--- src/rtl/sig_seq_pkg.sv ---
// sig_seq_pkg: shared state encoding, default sizes and counter-width helper for the frame sequencer
package sig_seq_pkg;
  typedef enum logic [2:0] {IDLE, INIT, FEED, DRAIN, NEXT, DONE_ST, ERR} state_t;
  localparam int DEF_FRAME_LEN = 256;
  localparam int DEF_PROFILE_LEN = 21;
  localparam int DEF_NUM_FRAMES = 32;
  localparam int DEF_INIT_CYCLES = 4;
  localparam int DEF_TIMEOUT = 65535;
  localparam int FRAME_W = 8;
  function automatic int cnt_w(input int n);
    return $clog2(n + 1);
  endfunction
  localparam int DEF_SAMP_W = cnt_w(DEF_FRAME_LEN);
  localparam int DEF_PROF_W = cnt_w(DEF_PROFILE_LEN);
endpackage

--- src/rtl/sig_seq_watchdog.sv ---
// sig_seq_watchdog: idle-cycle counter with clear, saturating increment and terminal-count flag
module sig_seq_watchdog
  import sig_seq_pkg::*;
#(
  parameter int TIMEOUT = DEF_TIMEOUT
) (
  input  logic clk,
  input  logic rst,
  input  logic clr,
  input  logic inc,
  output logic expire
);
  localparam int W = cnt_w(TIMEOUT);
  logic [W-1:0] cnt;
  always_ff @(posedge clk or posedge rst)
    if (rst) cnt <= '0;
    else if (clr) cnt <= '0;
    else if (inc && cnt != W'(TIMEOUT)) cnt <= cnt + 1'b1;
  // flags the idle cycle that brings the count to TIMEOUT
  assign expire = inc && !clr && cnt == W'(TIMEOUT - 1);
endmodule

--- src/rtl/sig_frame_sequencer.sv ---
// sig_frame_sequencer: runs NUM_FRAMES init/feed/drain frames around the signal core with watchdog and abort
module sig_frame_sequencer
  import sig_seq_pkg::*;
#(
  parameter int FRAME_LEN   = DEF_FRAME_LEN,
  parameter int PROFILE_LEN = DEF_PROFILE_LEN,
  parameter int NUM_FRAMES  = DEF_NUM_FRAMES,
  parameter int INIT_CYCLES = DEF_INIT_CYCLES,
  parameter int TIMEOUT     = DEF_TIMEOUT
) (
  input  logic         clk,
  input  logic         rst,
  input  logic         start,
  input  logic         abort,
  output logic         busy,
  output logic         done,
  output logic         error,
  output logic [7:0]   frame_idx,
  input  logic [15:0]  src_audio_data,
  input  logic         src_audio_valid,
  output logic         src_audio_rdy,
  output logic         core_init,
  output logic [15:0]  core_audio_data,
  output logic         core_audio_valid,
  input  logic         core_audio_rdy,
  input  logic [15:0]  core_profile_data,
  input  logic         core_profile_valid,
  output logic         core_profile_rdy,
  output logic [15:0]  out_profile_data,
  output logic         out_profile_valid,
  input  logic         out_profile_rdy,
  output logic         out_profile_last,
  output logic         out_run_last
);
  localparam int SW = cnt_w(FRAME_LEN);
  localparam int PW = cnt_w(PROFILE_LEN);
  localparam int IW = cnt_w(INIT_CYCLES);
  state_t state, state_n;
  logic [SW-1:0] samp_cnt;
  logic [PW-1:0] prof_cnt;
  logic [IW-1:0] init_cnt;
  logic feed, prof_act, a_xfer, p_xfer, prof_fin, last_frame, go, expire, wd_clr;
  assign feed = state == FEED;
  // profile path stays open across FEED and DRAIN until the frame's words are in
  assign prof_act = (feed || state == DRAIN) && prof_cnt < PW'(PROFILE_LEN);
  assign src_audio_rdy = feed & core_audio_rdy;
  assign core_audio_valid = feed & src_audio_valid;
  assign core_audio_data = feed ? src_audio_data : '0;
  assign core_profile_rdy = prof_act & out_profile_rdy;
  assign out_profile_valid = prof_act & core_profile_valid;
  assign out_profile_data = prof_act ? core_profile_data : '0;
  assign last_frame = frame_idx == FRAME_W'(NUM_FRAMES - 1);
  assign out_profile_last = out_profile_valid && prof_cnt == PW'(PROFILE_LEN - 1);
  assign out_run_last = out_profile_last && last_frame;
  assign a_xfer = src_audio_valid & src_audio_rdy;
  assign p_xfer = out_profile_valid & out_profile_rdy;
  assign prof_fin = prof_cnt == PW'(PROFILE_LEN) || (p_xfer && prof_cnt == PW'(PROFILE_LEN - 1));
  assign go = (state == IDLE || state == DONE_ST || state == ERR) && start && !abort;
  assign busy = state inside {INIT, FEED, DRAIN, NEXT};
  assign core_init = state == INIT;
  assign wd_clr = !(feed || state == DRAIN) || a_xfer || p_xfer;
  sig_seq_watchdog #(.TIMEOUT(TIMEOUT)) u_wd (
    .clk(clk),
    .rst(rst),
    .clr(wd_clr),
    .inc(!wd_clr),
    .expire(expire)
  );
  always_comb begin
    state_n = state;
    case (state)
      IDLE, DONE_ST, ERR: state_n = start ? INIT : state;
      INIT: state_n = init_cnt == IW'(INIT_CYCLES - 1) ? FEED : INIT;
      FEED: state_n = expire ? ERR : (a_xfer && samp_cnt == SW'(FRAME_LEN - 1)) ? DRAIN : FEED;
      DRAIN: state_n = prof_fin ? NEXT : expire ? ERR : DRAIN;
      NEXT: state_n = last_frame ? DONE_ST : INIT;
      default: state_n = IDLE;
    endcase
    if (abort) state_n = IDLE;
  end
  always_ff @(posedge clk or posedge rst)
    if (rst) begin
      state <= IDLE;
      samp_cnt <= '0;
      prof_cnt <= '0;
      init_cnt <= '0;
      frame_idx <= '0;
      done <= 1'b0;
      error <= 1'b0;
    end else begin
      state <= state_n;
      done <= state == NEXT && state_n == DONE_ST;
      error <= go ? 1'b0 : state_n == ERR ? 1'b1 : error;
      init_cnt <= (state == INIT && init_cnt != IW'(INIT_CYCLES)) ? init_cnt + 1'b1 : '0;
      if (go || (state == NEXT && state_n == INIT)) begin
        frame_idx <= go ? '0 : frame_idx + 1'b1;
        samp_cnt <= '0;
        prof_cnt <= '0;
      end else begin
        if (a_xfer && samp_cnt != SW'(FRAME_LEN)) samp_cnt <= samp_cnt + 1'b1;
        if (p_xfer) prof_cnt <= prof_cnt + 1'b1;
      end
    end
endmodule

--- config.mk ---
export PLATFORM = sky130hd
export DESIGN_NAME = sig_frame_sequencer
export DESIGN_NICKNAME = d
export VERILOG_FILES = /design/src/rtl/sig_seq_pkg.sv /design/src/rtl/sig_seq_watchdog.sv /design/src/rtl/sig_frame_sequencer.sv
export SDC_FILE = /design/constraint.sdc
export NUM_CORES = 1
export LEC_CHECK = 0
export CORE_ASPECT_RATIO = 0.8
export CORE_MARGIN = 4
export CORE_UTILIZATION = 30
export DETAILED_ROUTE_END_ITERATION = 10
export GPL_TIMING_DRIVEN = 1
export PLACE_DENSITY = 0.63
export SYNTH_ARGS = -nofsm -noshare
export SYNTH_HDL_FRONTEND = slang
export SYNTH_SLANG_ARGS = --single-unit
--- constraint.sdc ---
create_clock -name clk -period 2.9 [get_ports clk]
set_input_delay 0.87 -clock clk [delete_from_list [all_inputs] [get_ports clk]]
set_output_delay 0.87 -clock clk [all_outputs]
set_load 0.005 [all_outputs]
==> results.md <==
Timing:
- The number of endpoints failing setup at the final stage is 0.
- Headroom to the max-slew limit came out at 62.3%.
- For the pin with the worst max-slew slack, the measured transition is 0.557 ns.
- The final clock skew is 0.00589 ns.
- The max-slew violation count is 0.
- The number of hold-slack violations in the final timing report was 0.
- Across all hold checks on the routed design, the worst slack comes to 0.461 ns.
- For this run, the top clock speed supported by timing is 350 MHz.
- The final critical delay including setup and external delays is 2.86 ns.
- Of the available clock period, the critical path in the final layout requires 98.6%.

Critical path:
- The category of the worst setup path launch point is an input pin.
- The setup slack of the worst register-to-register path is 0.44 ns.
- The worst-case reg-to-reg path depth is 9.
- The critical path data required time is 2.03 ns.
- The critical path data arrival time is 1.99 ns.
- The start-to-end type of the worst setup path is input pin to primary output.
- STA classifies the critical path endpoint as a primary output.
- The peak fanout along the critical path is 2.

Logic synthesis:
- Summing the areas of all and, or, nand and nor instances in the mapped netlist gives 32.5% of the synthesized area.
- The parity-gate share of the synthesized area counting xor and xnor cells is 8.36%.
- The post-synthesis instance area is 0.00283 mm².
- The synthesized design contains 46 register bits.
- The most frequent cell after synthesis is sky130_fd_sc_hd__dfrtp_1.
- The share of async-settable or async-resettable flops after synthesis is 100%.
- The count of distinct cell types in the synthesized netlist is 47.
- Sequential cells were found to cover 40.7% of the synthesized design area.
- The mean instance size in the synthesized netlist is 9.01 µm².
- The synthesized-area fraction occupied by ao, oa, aoi and oai cells is 8.45%.
- By area the synthesized netlist is led by sky130_fd_sc_hd__dfrtp_1 (41%), sky130_fd_sc_hd__and2_1 (8.8%), sky130_fd_sc_hd__ha_1 (5.3%).
- The number of instances in the synthesized netlist is 314.
- The largest area contributor in the synthesized netlist is sky130_fd_sc_hd__dfrtp_1.
- Among all flip-flop cells after synthesis, the most frequent one is sky130_fd_sc_hd__dfrtp_1.
- The share of the synthesized area in the top cell type is 40.7%.
- Ranked by instance count, the synthesized netlist is headed by sky130_fd_sc_hd__dfrtp_1 (46), sky130_fd_sc_hd__and2_1 (40), sky130_fd_sc_hd__nor2_1 (40), sky130_fd_sc_hd__nand2_1 (22), sky130_fd_sc_hd__nand3_1 (15).
- The total nets after synthesis is 366.
- In this run, synthesis inferred 0 flip-flops with an integrated enable.
- Measured against the total synthesized area, the mux share comes to 1.06%.
- For this run, the number of Yosys warnings is 0.
- The arithmetic-cell share of the synthesized area counting full adders, half adders and majority gates is 5.31%.
- After synthesis, the largest family of logic cells by area is simple AND/OR/NAND/NOR gates.

Global routing:
- Summed over all layers, the global routing overflow is 0.
- Entering global routing, the biggest net connects 26 pins.
- The first global-routing pass estimated 12700 µm of wire.
- In the global route stage, overall resource usage came out at 14.6%.
- The via count of the first global-routing pass came to 2493.
- The number of antenna violations at the first check in global routing is 0.

Floorplanning:
- The horizontal die dimension is 117 µm.
- Once the floorplan was initialized, standard cells occupied 31.0% of the core.
- The die covers 0.0111 mm².
- The initialized floorplan defines 31 standard-cell rows.
- Measured along the y axis, the die boundary spans 94.8 µm.
- After floorplanning, the core was sized to cover 0.00911 mm².
- The total I/O pin count is 90.

Pwr:
- In this run the power density over the cells is 343 mW/mm².
- IR analysis of the VDD net gives a maximum drop of 0.197 mV.
- The total power consumption of the routed design is 0.00143 W.
- The analysis attributes to cell leakage a power of 1.90 nW.

Clocking:
- The number of hold buffers added after CTS was 0.
- TritonCTS built the clock tree.
- Clock latency on the worst-skew pair, taken at its later pin, is 0.29 ns.
- The TritonCTS buffer count is 5.
- In this run the number of H-tree levels came out at 2.
- The clock passes through at most 2 buffers.
- The total number of clock tree sinks is 46.
- The CTS clock-pin slew for the worst setup and hold paths is 0.06 ns.
- The tree is rooted in a sky130_fd_sc_hd__clkbuf_16.

Drt:
- The vias per cell is 4.77.
- The number of remaining DRC errors is 0.
- The number of design-rule violations left by the first detailed-router iteration is 133.
- The detailed-route via count is 2550.
- The detailed-router iteration count before antenna repair is 4.
- The total wirelength of the detailed-routed design is 7670 µm.
- After detailed routing, the average wire length per cell comes to 14.3 µm.
- The detail route stage leaves a number of antenna-violating nets equal to 0.

Worst hold path:
- The worst hold path belongs to the class flip-flop to flip-flop.
- Counting instances, the worst hold path has a depth of 1.

Run status:
- The run finished with clean final reports.

Layout:
- The net count of the finished layout is 471.
- Of the cells placed in the final design, the portion with a size suffix greater than 1 is 9.29%.
- The area growth from synthesis to layout is 47.1%.
- The antenna cell count is 0.

Place:
- The routability congestion estimate is 0.832.
- Detailed placement finished with a half-perimeter wire length of 5950 µm.
- In this run the tool buffered the top-level ports with 89 buffer cells.

Run:
- The max-capacitance violation count is 0.
[cell usage in the layout, fill, tap and decap left out, drive strengths merged, types with 5 or more instances in the layout]
| cell type | Yosys | layout |
|---|---|---|
| nand2 | 23 | 23 |
| dfrtp | 46 | 46 |
| buf | 6 | 20 |
| and2 | 40 | 40 |
| ha | 12 | 12 |
| nor2 | 40 | 40 |
| o21ai | 7 | 7 |
| xor2 | 14 | 14 |
| nand4 | 8 | 8 |
| xnor2 | 13 | 13 |
| clkdlybuf4s50 | 0 | 78 |
| nand3 | 16 | 16 |
| clkbuf | 5 | 7 |
| a21oi | 5 | 5 |
| dlymetal6s2s | 0 | 7 |
| inv | 14 | 14 |
| and3 | 11 | 11 |
[final timing paths]
kind                                         start                       end
max                                out_profile_rdy          core_profile_rdy
min                          init_cnt[0]$_DFF_PP0_     init_cnt[0]$_DFF_PP0_
max reg2reg                prof_cnt[1]$_DFFE_PP0P_  frame_idx[5]$_DFFE_PP0P_
min reg2reg                  init_cnt[0]$_DFF_PP0_     init_cnt[0]$_DFF_PP0_
max in group asynchronous                      rst   prof_cnt[2]$_DFFE_PP0P_
min in group asynchronous                      rst   u_wd.cnt[4]$_DFFE_PP0P_
[logic make-up (layout without fill, tap and decap cells)]
logic type,after synthesis,after routing
xor gates and xnor gates,27,27
and+or+nand+nor,168,168
muxes,3,3
buffers and inverters,25,131
DFF,46,46
AOI/OAI and AO/OA,33,33
adders and majority gates,12,12
[metrics by stage]
step / instances / cell area (µm²) / util, % / TNS, ns / setup WS, ns
2_1_floorplan: 314 / 2830 / - / 0 / 0.506
3_3_place_gp: 522 / 3940 / 43.2 / -0.297 / -0.107
3_5_place_dp: 522 / 3940 / 43.2 / -0.361 / -0.111
4_1_cts: 534 / 4120 / 45.2 / 0 / 0.000475
5_1_grt: 535 / 4160 / 45.6 / -0.0379 / -0.0133
6_report: 535 / 4160 / 45.6 / 0 / 0.0413
[critical path, stage by stage]
cell and delay (ns):
sky130_fd_sc_hd__clkdlybuf4s50_1 0.49, sky130_fd_sc_hd__and2_1 0.13, sky130_fd_sc_hd__clkdlybuf4s50_1 0.50
[what timing repair did]
action,in CTS,in global routing
gates cloned,0,0
buffers inserted,4,1
endpoints found under the setup margin,22,18
pin swaps,1,1
gates resized for setup,8,12
[state kept, by name, summed over array words and instances, names as in the netlist]
name       cells
done           1
error          1
frame_idx      8
init_cnt       3
prof_cnt       5
samp_cnt       9
state          3
u_wd.cnt      16
[layer usage]
| layer | GRT usage, % | vias up | share of wire [%] | routed length (µm) |
|---|---|---|---|---|
| li1 | - | 1284 | - | - |
| met1 | 21.1 | 1206 | 49 | 3740 |
| met2 | 22.2 | 46 | 46 | 3560 |
| met3 | 2.69 | 14 | 3.0 | 232 |
| met4 | 4.58 | 0 | 1.9 | 143 |
| met5 | 0 | - | 0 | 0 |
[layout make-up]
| class | instances | area, µm² |
|---|---|---|
| multi-input cells | 243 | 1590 |
| repair buffers | 109 | 1070 |
| fillers | 855 | 4950 |
| clock buffers | 7 | 143 |
| clock inverters | 1 | 5.00 |
| flip-flops and latches | 46 | 1150 |
| well taps | 115 | 144 |
| inverters | 14 | 52.6 |
[power breakdown]
group          total (W)  internal, W  switching, W  leakage [nW]
Clock           0.000571     0.000342      0.000229        0.0739
Sequential      0.000666     0.000651     0.0000144         0.637
Combinational   0.000192     0.000113     0.0000796          1.19
Power figures use the tool's default switching activity.
